**src/rtl/trace_processor.sv**
```systemverilog
// Trace-driven processor node: replays a loaded trace of read/write/bubble
// entries over a valid/ready request channel, checks read responses against
// expected data, and reports completion, mismatches and accepted requests.
module trace_processor #(
    parameter int ADDR_W  = 8,
    parameter int DATA_W  = 8,
    parameter int DEPTH   = 16,
    parameter int LOOP    = 0,
    parameter int PROC_ID = 0,
    localparam int IDX_W   = $clog2(DEPTH),
    localparam int ENTRY_W = 3 + ADDR_W + DATA_W
) (
    input  logic               clk,
    input  logic               rst,
    input  logic               load_en,
    input  logic [IDX_W-1:0]   load_idx,
    input  logic [ENTRY_W-1:0] load_entry,
    input  logic [IDX_W:0]     length,
    input  logic               start,
    input  logic               stop,
    output logic               req_valid,
    input  logic               req_ready,
    output logic               req_op,
    output logic [ADDR_W-1:0]  req_addr,
    output logic [DATA_W-1:0]  req_data,
    output logic [7:0]         req_src,
    input  logic               rsp_valid,
    input  logic [DATA_W-1:0]  rsp_data,
    output logic               busy,
    output logic               done,
    output logic [DATA_W-1:0]  rd_data,
    output logic               mismatch,
    output logic [15:0]        issue_count
);

    typedef enum logic [1:0] {
        S_IDLE     = 2'd0,
        S_ISSUE    = 2'd1,
        S_WAIT_RSP = 2'd2,
        S_DONE     = 2'd3
    } state_t;

    state_t               r_state;
    state_t               w_state_nxt;
    logic [ENTRY_W-1:0]   r_mem [DEPTH];
    logic [IDX_W-1:0]     r_ptr;
    logic [IDX_W:0]       r_len;
    logic                 r_stop_pend;
    logic [DATA_W-1:0]    r_rd_data;
    logic                 r_mismatch;
    logic [15:0]          r_issue_cnt;

    logic [ENTRY_W-1:0]   w_entry;
    logic                 w_bubble;
    logic                 w_op;
    logic                 w_chk;
    logic [ADDR_W-1:0]    w_addr;
    logic [DATA_W-1:0]    w_data;
    logic                 w_busy;
    logic                 w_last;
    logic                 w_start_ok;
    logic                 w_adv;
    logic                 w_accept;
    logic                 w_rsp_take;
    logic                 w_req_valid;

    assign w_entry     = r_mem[r_ptr];
    assign w_bubble    = w_entry[ENTRY_W-1];
    assign w_op        = w_entry[ENTRY_W-2];
    assign w_chk       = w_entry[ENTRY_W-3];
    assign w_addr      = w_entry[DATA_W +: ADDR_W];
    assign w_data      = w_entry[DATA_W-1:0];
    assign w_busy      = (r_state == S_ISSUE) || (r_state == S_WAIT_RSP);
    assign w_last      = ({1'b0, r_ptr} == (r_len - 1'b1));
    assign w_start_ok  = start && ((r_state == S_IDLE) || (r_state == S_DONE));
    assign w_req_valid = (r_state == S_ISSUE) && !w_bubble;

    // Request fields are gated by valid so that reset drives them to zero
    // regardless of what the retained trace memory holds at entry 0.
    assign req_valid   = w_req_valid;
    assign req_op      = w_req_valid ? w_op   : 1'b0;
    assign req_addr    = w_req_valid ? w_addr : '0;
    assign req_data    = w_req_valid ? w_data : '0;
    assign req_src     = 8'(PROC_ID);
    assign busy        = w_busy;
    assign done        = (r_state == S_DONE);
    assign rd_data     = r_rd_data;
    assign mismatch    = r_mismatch;
    assign issue_count = r_issue_cnt;

    // Next-state decode; an advance resolves to DONE, wrap or next entry.
    always_comb begin
        w_state_nxt = r_state;
        w_adv       = 1'b0;
        w_accept    = 1'b0;
        w_rsp_take  = 1'b0;
        case (r_state)
            S_IDLE, S_DONE: begin
                if (start) begin
                    w_state_nxt = (length != '0) ? S_ISSUE : S_DONE;
                end
            end
            S_ISSUE: begin
                if (w_bubble) begin
                    w_adv = 1'b1;
                end else if (req_ready) begin
                    w_accept = 1'b1;
                    if (w_op) begin
                        w_adv = 1'b1;
                    end else begin
                        w_state_nxt = S_WAIT_RSP;
                    end
                end
            end
            S_WAIT_RSP: begin
                if (rsp_valid) begin
                    w_rsp_take = 1'b1;
                    w_adv      = 1'b1;
                end
            end
            default: w_state_nxt = S_IDLE;
        endcase
        if (w_adv) begin
            if (r_stop_pend || stop) begin
                w_state_nxt = S_DONE;
            end else if (w_last && (LOOP == 0)) begin
                w_state_nxt = S_DONE;
            end else begin
                w_state_nxt = S_ISSUE;
            end
        end
    end

    // Sequencer state, pointer, counters and sticky status.
    always_ff @(posedge clk or posedge rst) begin
        if (rst) begin
            r_state     <= S_IDLE;
            r_ptr       <= '0;
            r_len       <= '0;
            r_stop_pend <= 1'b0;
            r_rd_data   <= '0;
            r_mismatch  <= 1'b0;
            r_issue_cnt <= '0;
        end else begin
            r_state <= w_state_nxt;
            if (w_start_ok) begin
                r_ptr       <= '0;
                r_len       <= length;
                r_stop_pend <= 1'b0;
                r_mismatch  <= 1'b0;
                r_issue_cnt <= '0;
            end else begin
                if (w_accept) begin
                    r_issue_cnt <= r_issue_cnt + 16'd1;
                end
                if (stop && w_busy) begin
                    r_stop_pend <= 1'b1;
                end
                if (w_adv) begin
                    r_ptr <= w_last ? '0 : r_ptr + 1'b1;
                end
                if (w_rsp_take) begin
                    r_rd_data <= rsp_data;
                    if (w_chk && (rsp_data != w_data)) begin
                        r_mismatch <= 1'b1;
                    end
                end
            end
        end
    end

    // Trace memory is not reset so a trace survives rst and can be replayed.
    always_ff @(posedge clk) begin
        if (load_en && !w_busy) begin
            r_mem[load_idx] <= load_entry;
        end
    end

endmodule

```
**config.mk**
```make
export PLATFORM = sky130hd
export DESIGN_NAME = trace_processor
export DESIGN_NICKNAME = d
export VERILOG_FILES = /design/src/rtl/trace_processor.sv
export SDC_FILE = /design/constraint.sdc
export NUM_CORES = 1
export LEC_CHECK = 0
export CORE_MARGIN = 4
export CORE_UTILIZATION = 60
export CTS_BUF_LIST = sky130_fd_sc_hd__clkbuf_2 sky130_fd_sc_hd__clkbuf_4 sky130_fd_sc_hd__clkbuf_8
export DETAILED_ROUTE_END_ITERATION = 8
export PLACE_DENSITY = 0.9
export SETUP_SLACK_MARGIN = 0.5
export SLEW_MARGIN = 20
export SYNTH_ARGS = -nofsm -noshare
export SYNTH_HDL_FRONTEND = slang
export SYNTH_SLANG_ARGS = --single-unit
```
**constraint.sdc**
```tcl
create_clock -name clk -period 6.1 [get_ports clk]
set_input_delay 0.915 -clock clk [delete_from_list [all_inputs] [get_ports clk]]
set_output_delay 0.915 -clock clk [all_outputs]
set_load 0.01 [all_outputs]
```
==> results of run 1 <==
==> synthesized netlist by cell type, types with 3 or more instances <==
| cell type | count | area (um2) |
|---|---|---|
| nor2b_1 | 4 | 25.0 |
| o21ai_0 | 12 | 60.1 |
| nor2_1 | 52 | 195 |
| mux2_2 | 12 | 135 |
| nor3_1 | 11 | 55.1 |
| ha_1 | 6 | 75.1 |
| a221oi_1 | 4 | 35.0 |
| inv_1 | 17 | 63.8 |
| buf_4 | 9 | 67.6 |
| nand2b_1 | 4 | 25.0 |
| xor2_1 | 19 | 166 |
| buf_2 | 13 | 65.1 |
| mux4_2 | 76 | 1710 |
| buf_6 | 5 | 56.3 |
| dfrtp_1 | 37 | 926 |
| clkbuf_1 | 11 | 41.3 |
| nand3_1 | 7 | 35.0 |
| nand4_1 | 8 | 50.1 |
| mux2i_1 | 22 | 220 |
| edfxtp_1 | 304 | 9130 |
| a21oi_1 | 9 | 45.0 |
| buf_1 | 3 | 11.3 |
| xnor2_1 | 9 | 78.8 |
| nand2_1 | 28 | 105 |
| and3_1 | 12 | 75.1 |
| a211oi_1 | 4 | 30.0 |
| and2_1 | 3 | 18.8 |
==> cell type report <==
| type | instances | area [um2] |
|---|---|---|
| Fill cell | 1263 | 6520 |
| Clock inverter | 25 | 190 |
| Timing Repair Buffer | 109 | 1040 |
| Multi-Input combinational cell | 355 | 3690 |
| Sequential cell | 341 | 10100 |
| Tap cell | 313 | 392 |
| Inverter | 17 | 63.8 |
| Clock buffer | 66 | 827 |
==> sequential cells by signal (all words and copies together), names as in the netlist <==
signal and count:
mismatch 1, r_ptr 4, rd_data 8, r_stop_pend 1
r_state 2, issue_count 16, r_len 5, r_mem 304
==> critical path, delay by kind of cell (launching register included) <==
| kind | cells | cell delay, ns |
|---|---|---|
| buf+inv | 1 | 0.61 |
| flops | 1 | 0.90 |
| compound gates | 2 | 0.70 |
| mux | 1 | 0.68 |
| simple gates | 2 | 0.77 |
==> power groups by stage <==
stage	registers [mW]	logic (mW)	clock network (mW)
after floorplan	2.79	1.33	0
after global placement	2.92	1.78	0
after detailed placement	2.94	1.84	0
after CTS	2.89	1.87	1.88
after global routing	2.91	1.99	1.99
final	2.89	1.87	1.85
==> per-stage QoR <==
stage	instances	hold WS [ns]	utilization [%]	setup slack (ns)
after global placement	1135	0.473	66.9	1.70
after floorplan	754	0.456	-	2.86
after detailed placement	1135	0.495	66.9	1.59
final	1226	0.508	71.4	0.931
after CTS	1226	0.508	71.4	0.872
after global routing	1226	0.523	71.4	0.808
==> worst max path at each step <==
stage	start	endpoint	cells past startpoint
after global routing	r_ptr[0]	req_data[4]	6
after global placement	r_ptr[0]	req_data[3]	7
after CTS	r_ptr[0]	req_data[4]	6
after floorplan	r_ptr[0]	req_addr[0]	6
after detailed placement	r_ptr[0]	req_data[5]	7
final	r_ptr[0]	req_data[4]	6
==> kinds of logic (layout without fill, tap and decap cells) <==
logic type               after synthesis  count (layout)
flip-flops                           341             341
AND/OR/NAND/NOR                      144             144
multiplexers                         112             112
buffers and inverters                 58             217
AO/OA/AOI/OAI                         57              57
XOR/XNOR                              28              28
adder cells (fa/ha/maj)                6               6
other                                  1               8
==> layer usage <==
| metal | track usage [%] | wire length [um] | part of all wire (%) | vias to the layer above |
|---|---|---|---|---|
| met1 | 33.2 | 11500 | 37 | 3943 |
| met2 | 41.1 | 15900 | 50 | 464 |
| met4 | 10.7 | 1350 | 4.3 | 0 |
| met5 | 0 | 0 | 0 | - |
| met3 | 5.00 | 2740 | 8.7 | 93 |
| li1 | - | - | - | 3243 |
==> summary.md, run 1 <==
| Metric | Value |
|---|---|
| Worst Clk Skew | `around 0.026 ns` |
| Crit path DAT | `about 4.3 ns` |
| Top_reg_cell synth | `edfxtp_1` |
| Critical-path cell list | `mux4_1 > a22o_1 > nor2_4 > nand2_1 > a211oi_1 > clkdlybuf4s50_1` |
| Final setup TNS | `0 ns` |
| Synth Area in Simple Gates | `5.20%` |
| Fin crit period | `roughly 5.2 ns` |
| Crit. End Element | `primary output` |
| Clock buffer count from CTS | `just over 50` |
| Area of the mapped netlist | `around 0.014 mm2` |
| Via/cell ratio | `about 6.3` |
| Leakage power | `5.46 nW` |
| Max-Cap Viols | `0` |
| Worst-Skew Late Latency | `between 0.5 and 0.6 ns` |
| Setup crit start kind | `flop` |
| TritonRoute pass-1 iters | `5` |
| Part of the power in registers | `43.8%` |
| Net Sw Frac | `between 30 and 40%` |
| Post-synthesis xor/xnor area fraction | `under 10%` |
| Launching point of the worst reg2reg path | `r_ptr[1]` |
| P_sw | `2.00 mW` |
| CP required | `roughly 5.2 ns` |
| Core area | `0.0228 mm2` |
| Fin. Hold Viols | `0` |
| # clock sinks | `341` |
| Clk root buf | `clkbuf_8` |
| Commonest non-fill, non-tap cell in the layout | `edfxtp_1` |
| Wire per inst | `~26 um` |
| Die H | `161 um` |
| Hold path cells | `1` |
| PortBufs | `87` |
| Max-slew violations | `0` |
| Flop and latch count out of synthesis | `between 300 and 400` |
| Fin area | `roughly 0.016 mm2` |
| Drt drc | `0` |
| Grt total ovfl | `0` |
| Crit path max fanout | `39` |
| Critical path's slowest cell | `dfrtp_4` |
| Overall Global Routing Usage | `between 20 and 30%` |
| Number of global-route vias before repair | `8170` |
| Post-Route WL | `roughly 32 mm` |
| Ys Warns | `0` |
| Hold Path Class | `flop to flop` |
| Initial Util | `between 60 and 70%` |
| Hold path start | `r_stop_pend` |
| Post-synth ARST share | `between 10% and 20%` |
| Clk buf depth | `3` |
| Post-Syn Area per Cell | `approximately 19 um2` |
| Crit-path max cell delay | `~0.90 ns` |
| Die width | `between 150 and 200 um` |
| Synth Area in Adders | `less than 1%` |
| Post-CTS Setup Inserts | `0` |
| Peak VDD IR | `between 200 and 300 uV` |
| Seq/Total Area, Yosys | `between 70% and 80%` |
| Main combinational cell family by area after synthesis | `multiplexers` |
| Dpl hpwl | `19.1 mm` |
| IO Count | `96` |
| Synth cell types | `~60` |
| Worst setup path category | `flop to primary output` |
| DP Area | `around 0.015 mm2` |
| Row count | `55` |
| Rel. slew slack | `around a third` |
| RSZ-0062 raised after global routing | `no` |
| First DRT Iteration DRCs | `~940` |
| Die area | `~0.026 mm2` |
| Final RePlAce weighted congestion | `between 0.7 and 0.8` |
| N_diodes | `0` |
| Reg2reg end | `r_ptr[0]` |
| Mapped Cells | `roughly 750` |
| Area grow syn2layout | `16.4%` |
| Antenna-violating nets left | `0` |
| Clock share of power | `~28%` |
| Status | `completed` |
| Clock slew at reported path FFs | `approximately 0.06 ns` |
| Mux cell area share after synthesis | `15.2%` |
| EDFF count, synth | `slightly above 300` |
| Initial antenna violation count | `0` |
| Post-synthesis compound-gate area fraction | `3.19%` |
| First-pass GRT wire length | `roughly 50 mm` |
| Share of cells above drive strength 1 | `a little under a quarter` |
| TritonCTS clock tree | `built` |
| Least-Margin Pin Slew | `between 1 and 1.5 ns` |
| Reg2Reg Setup Slack | `approximately 2.3 ns` |
| Worst hold endpoint | `r_stop_pend` |
| Largest net degree at the start of global routing | `41` |
| Power Density | `~410 mW/mm2` |
| Comb pwr share | `between 20 and 30%` |
| Most frequent cells in the layout | `edfxtp_1, clkdlybuf4s50_1, mux4_2, clkbuf_8, nor2_1` |
| FMAX | `approximately 190 MHz` |
| Htree depth | `2` |
| Layout net count | `~900` |
| DR vias | `7743` |
| Final setup viols | `0` |
| Internal | `4.61 mW` |
| CTS Hold Bufs | `0` |
| CTS resizes | `0` |
| R2R cell count | `7` |
| Period utilisation layout | `a little over four fifths` |
| Power consumption | `6.61 mW` |
Power figures use the tool's default switching activity.
==> run 2, diff against run 1 <==
==> constraint.sdc (replaced) <==
create_clock -name clk -period 5.15 [get_ports clk]
set_input_delay 0.7725 -clock clk [delete_from_list [all_inputs] [get_ports clk]]
set_output_delay 0.7725 -clock clk [all_outputs]
set_load 0.01 [all_outputs]
==> run 2 against run 1 <==
  * Critical endpoint is now req_data[5]
  * Combinational power up 21%
  * Design area up 0.29%
  * Hold slack better by 0.0011 ns
  * Highest routed layer unchanged
  * Sequential power up 16%
  * Non-clock buffer count up 2
  * Sequential share of layout area down 0.18 points
  * Clock power up 16%
  * Critical path type unchanged
  * First-iteration DRC count down 4.7%
  * Count of clock-buffer cells in the layout up 3
  * Critical path depth up 1
  * Flip-flop and latch count unchanged
  * Global-route usage down 1.0 points
==> summary.md, run 2 (synthesized netlist as in run 1, its figures left out) <==
| Metric | Value |
|---|---|
| CTS Hold Bufs | `0` |
| Dpl hpwl | `roughly 18 mm` |
| Fin area | `0.0163 mm2` |
| Period utilisation layout | `84.3%` |
| # clock sinks | `about 340` |
| Worst-Skew Late Latency | `between 0.5 and 0.6 ns` |
| Grt total ovfl | `0` |
| Crit path from | `r_ptr[3]` |
| Clk buf depth | `3` |
| Least-Margin Pin Slew | `between 1 and 1.5 ns` |
| Antenna-violating nets left | `0` |
| Fin. Hold Viols | `0` |
| Crit path DAT | `between 3 and 4 ns` |
| Peak VDD IR | `265 uV` |
| First DRT Iteration DRCs | `slightly below 900` |
| CTS resizes | `0` |
| Share of cells above drive strength 1 | `24.2%` |
| Initial antenna violation count | `1` |
| Most frequent cells in the layout | `edfxtp_1, clkdlybuf4s50_1, mux4_2, clkbuf_8, nor2_1` |
| Clock slew at reported path FFs | `about 0.06 ns` |
| Overall Global Routing Usage | `approximately a quarter` |
| Reg with most FFs | `r_mem` |
| Worst Clk Skew | `0.0120 ns` |
| Clk root buf | `clkbuf_8` |
| Initial Util | `61.4%` |
| Final RePlAce weighted congestion | `just under 0.8` |
| Die H | `roughly 160 um` |
| Core area | `about 0.023 mm2` |
| IO Count | `96` |
| Power Density | `about 480 mW/mm2` |
| Row count | `55` |
| Max-Cap Viols | `0` |
| Launching point of the worst reg2reg path | `r_state[0]` |
| Clock buffer count from CTS | `between 50 and 60` |
| Layout net count | `926` |
| Die area | `roughly 0.026 mm2` |
| Via/cell ratio | `slightly above 6` |
| Post-CTS Setup Inserts | `0` |
| Area grow syn2layout | `16.7%` |
| Crit. End Element | `primary output` |
| DR vias | `~7600` |
| Number of global-route vias before repair | `~8000` |
| Reg2reg end | `r_mem[8][8]` |
| Power consumption | `approximately 7.8 mW` |
| Worst setup path category | `flop to primary output` |
| TritonCTS clock tree | `built` |
| DP Area | `~0.015 mm2` |
| Drt drc | `0` |
| Worst hold endpoint | `rd_data[1]` |
| Leakage power | `between 5 and 6 nW` |
| Die width | `161 um` |
| Max reg flops | `about 300` |
| Hold Path Class | `flop to flop` |
| Wire per inst | `between 20 and 25 um` |
| Rel. slew slack | `just under 30%` |
| RSZ-0062 raised after global routing | `no` |
| TritonRoute pass-1 iters | `6` |
| Status | `completed` |
| R2R cell count | `6` |
| Non-filler instance count after layout | `about 1200` |
| # placed instances | `1137` |
| Setup crit start kind | `flop` |
| Post-Route WL | `30.2 mm` |
| Largest net degree at the start of global routing | `61` |
| Htree depth | `2` |
| FMAX | `roughly 230 MHz` |
| First-pass GRT wire length | `between 40 and 50 mm` |
| Crit path max fanout | `22` |
| PortBufs | `87` |
| Crit path setup slack, layout | `a little over 0.8 ns` |
| Final setup TNS | `0 ns` |
| Max-slew violations | `0` |
| Dpl ws | `approximately 1.4 ns` |
| Hold path start | `rd_data[1]` |
| Fin crit period | `between 4 and 5 ns` |
| Fill cells | `1281` |
| Hold path cells | `1` |
| Commonest non-fill, non-tap cell in the layout | `edfxtp_1` |
| Reg2Reg Setup Slack | `2.03 ns` |
| Final setup viols | `0` |
| CP required | `4.38 ns` |
## run 2: cell count changes in the layout (fill, tap and decap cells not counted), sizes merged
| cell | before | now |
|---|---|---|
| clkbuf | 66 | 69 |
| buf | 22 | 24 |
| inv | 18 | 19 |
| clkinv | 20 | 21 |
| diode | 0 | 1 |
| bufinv | 3 | 2 |
## run 2: routing by layer
layer / vias up / part of all wire [%] / global-route usage [%] / wire length (um)
met5: - / 0 / 0 / 0
li1: 3252 / - / - / -
met3: 54 / 8.8 / 4.70 / 2670
met4: 0 / 2.0 / 6.80 / 610
met1: 3880 / 38 / 32.6 / 11400
met2: 430 / 51 / 40.5 / 15500
## run 2: worst max-delay path by stage
stage,depth (start not counted),end,slack (ns)
2_1_floorplan,6,r_mem[0][0],1.98
3_3_place_gp,6,req_op,1.47
3_5_place_dp,7,req_data[5],1.43
4_1_cts,7,req_data[5],0.85
5_1_grt,7,req_data[5],0.69
6_report,7,req_data[5],0.81
## run 2: area by class of cell
cell class                      instances  area (um2)  area share [%]
Clock buffer                           69         837            5.13
Sequential cell                       341       10100            61.7
Tap cell                              313         392            2.40
Multi-Input combinational cell        355        3700            22.7
Clock inverter                         26         175            1.07
Antenna cell                            1        2.50          0.0153
Timing Repair Buffer                  111        1080            6.60
Inverter                               17        63.8           0.391
## run 2: where the power goes
| part | switching, mW | total, mW | internal, mW | leakage, nW |
|---|---|---|---|---|
| Clock | 0.980 | 2.14 | 1.16 | 0.535 |
| Sequential | 0.176 | 3.35 | 3.17 | 3.21 |
| Combinational | 1.15 | 2.26 | 1.11 | 1.72 |
| Total | 2.31 | 7.75 | 5.45 | 5.47 |
## run 2: per-stage QoR
step / hold WS, ns / utilization (%)
finish: 0.510 / 71.6
CTS: 0.512 / 71.6
global route: 0.520 / 71.6
global placement: 0.476 / 67.1
detailed placement: 0.497 / 67.1
floorplan: 0.456 / -
## run 2: critical path, cell delays in order (launching register included)
cell,delay [ns]
dfrtp_1,1.04
nor2b_1,0.39
a22o_1,0.38
nor2_4,0.07
nand2_1,0.30
inv_1,0.12
and3_1,0.19
clkdlybuf4s50_1,0.50
==> run 3, diff against run 2 <==
==> constraint.sdc (replaced) <==
create_clock -name clk -period 4.5 [get_ports clk]
set_input_delay 0.675 -clock clk [delete_from_list [all_inputs] [get_ports clk]]
set_output_delay 0.675 -clock clk [all_outputs]
set_load 0.01 [all_outputs]
==> run 3 against run 2 <==
  * Count of clock-buffer cells in the layout fell by 6
  * Combinational power rose by 24%
  * Die area did not move
  * Via count rose by 6.1%
  * Largest power group unchanged
  * Global-route usage rose by 3.0 points
  * Critical endpoint is now req_addr[5]
  * Core utilization rose by 0.42 points
==> summary.md, run 3 (synthesized netlist as in run 1, its figures left out) <==
| Metric | Value |
|---|---|
| Status | `completed` |
| Htree depth | `2` |
| R2R cell count | `7` |
| Drt drc | `0` |
| TritonRoute pass-1 iters | `5` |
| Die area | `approximately 0.026 mm2` |
| Peak VDD IR | `254 uV` |
| Final setup viols | `0` |
| Crit. End Element | `primary output` |
| Reg2Reg Setup Slack | `about 1.5 ns` |
| IO Count | `96` |
| Row count | `55` |
| Period utilisation layout | `89.1%` |
| Post-Route WL | `34.9 mm` |
| Power consumption | `a little over 9 mW` |
| Worst Clk Skew | `between 0.03 and 0.04 ns` |
| Fin crit period | `around 4.0 ns` |
| Clk buf depth | `3` |
| PortBufs | `87` |
| Rel. slew slack | `about 38%` |
| Die H | `approximately 160 um` |
| CP required | `roughly 3.8 ns` |
| Clk root buf | `clkbuf_8` |
| Hold path cells | `1` |
| Reg with most FFs | `r_mem` |
| Launching point of the worst reg2reg path | `r_state[0]` |
| Clock buffer count from CTS | `51` |
| Fin. Hold Viols | `0` |
| Reg2reg end | `r_mem[10][7]` |
| RSZ-0062 raised after global routing | `yes` |
| Max-Cap Viols | `0` |
| Most frequent cells in the layout | `edfxtp_1, clkdlybuf4s50_1, mux4_2, clkbuf_8, nor2_1` |
| Dpl hpwl | `a little under 20 mm` |
| Largest net degree at the start of global routing | `38` |
| Fill cells | `between 1000 and 1500` |
| # clock sinks | `roughly 340` |
| N_diodes | `0` |
| Core area | `around 0.023 mm2` |
| DR vias | `about 8100` |
| Number of global-route vias before repair | `between 8000 and 9000` |
| Leakage power | `~5.5 nW` |
| Layout net count | `about 940` |
| Via/cell ratio | `between 6 and 7` |
| Sequential Area | `0.0101 mm2` |
| Max-slew violations | `0` |
| Setup crit start kind | `flop` |
| FMAX | `249 MHz` |
| Overall Global Routing Usage | `around 27%` |
| Least-Margin Pin Slew | `roughly 0.93 ns` |
| Clock slew at reported path FFs | `roughly 0.060 ns` |
| CTS Hold Bufs | `0` |
| Worst setup path category | `flop to primary output` |
| TritonCTS clock tree | `built` |
| Grt total ovfl | `0` |
| First DRT Iteration DRCs | `~1100` |
| Commonest non-fill, non-tap cell in the layout | `edfxtp_1` |
| Share of cells above drive strength 1 | `approximately 25%` |
| First-pass GRT wire length | `51.9 mm` |
| Util after Layout | `between 70 and 80%` |
| Max reg flops | `304` |
| Initial Util | `around 61%` |
| Multi-input gate area | `0.00371 mm2` |
| Initial antenna violation count | `1` |
| Power Density | `about 560 mW/mm2` |
| Hold Path Class | `flop to flop` |
| Area grow syn2layout | `17.4%` |
| Final RePlAce weighted congestion | `0.858` |
| Worst hold endpoint | `r_stop_pend` |
| Crit path max fanout | `13` |
| Hold path start | `r_stop_pend` |
| Final setup TNS | `0 ns` |
| Crit path DAT | `approximately 3.3 ns` |
| Wire per inst | `around 28 um` |
| Antenna-violating nets left | `0` |
| Worst-Skew Late Latency | `between 0.5 and 0.6 ns` |
| Die width | `around 160 um` |
==> run 3: cell count changes in the layout (fill, tap and decap cells not counted), moves of 2 or more <==
cell	change
buf_4	+7
clkbuf_4	-7
buf_6	+5
buf_12	-2
bufinv_16	+2
dfrtp_2	-2
dfrtp_4	+2
inv_1	-2
inv_8	-2
==> run 3: critical path, stage by stage (launching register included) <==
cell and delay [ns]:
dfrtp_4 0.52, mux4_1 0.65, a22o_2 0.35, nor2_4 0.18
buf_6 0.22, and3_1 0.23, clkdlybuf4s50_1 0.61
==> run 3: where the power goes <==
group	internal, mW	switching, mW
logic	1.31	1.49
registers	3.64	0.174
clock network	1.40	1.15
total	6.34	2.82
==> run 3: cell type report <==
type / instances / share of cell area, %
Sequential cell: 341 / 61.4
Multi-Input combinational cell: 355 / 22.6
Timing Repair Buffer: 121 / 6.98
Clock buffer: 63 / 4.87
Tap cell: 313 / 2.39
Clock inverter: 27 / 1.36
Inverter: 17 / 0.412
==> run 3: timing repair <==
item | in CTS | in global routing
setup buffers | 1 | 4
endpoints found under the hold margin | 0 | 0
gates resized for setup | 9 | 5
setup endpoints to repair | 16 | 12
==> run 3: how the worst max path moves through the flow <==
stage | startpoint | endpoint | slack, ns | depth (start not counted)
finish | r_ptr[0] | req_addr[5] | 0.49 | 6
global route | r_ptr[0] | req_data[5] | 0.43 | 7
CTS | r_ptr[0] | req_data[1] | 0.51 | 6
detailed placement | r_ptr[0] | req_data[5] | 1.02 | 7
global placement | r_ptr[0] | req_addr[0] | 1.10 | 5
floorplan | r_state[0] | r_mem[0][0] | 1.33 | 6
==> run 3: stage by stage <==
step           std cells  cell area, um2  hold WS [ns]  setup slack (ns)
2_1_floorplan        754           14000         0.456              1.33
6_report            1237           16400         0.494             0.490
5_1_grt             1237           16400         0.513             0.431
3_3_place_gp        1142           15300         0.475              1.10
3_5_place_dp        1142           15300         0.479              1.02
4_1_cts             1233           16400         0.495             0.505
==> run 3: routing by layer <==
metal	vias up	wire length [um]	global-route usage, %
li1	3258	-	-
met1	4048	12200	35.1
met2	638	17500	45.0
met3	137	3510	5.11
met4	0	1650	12.4
met5	-	0	0
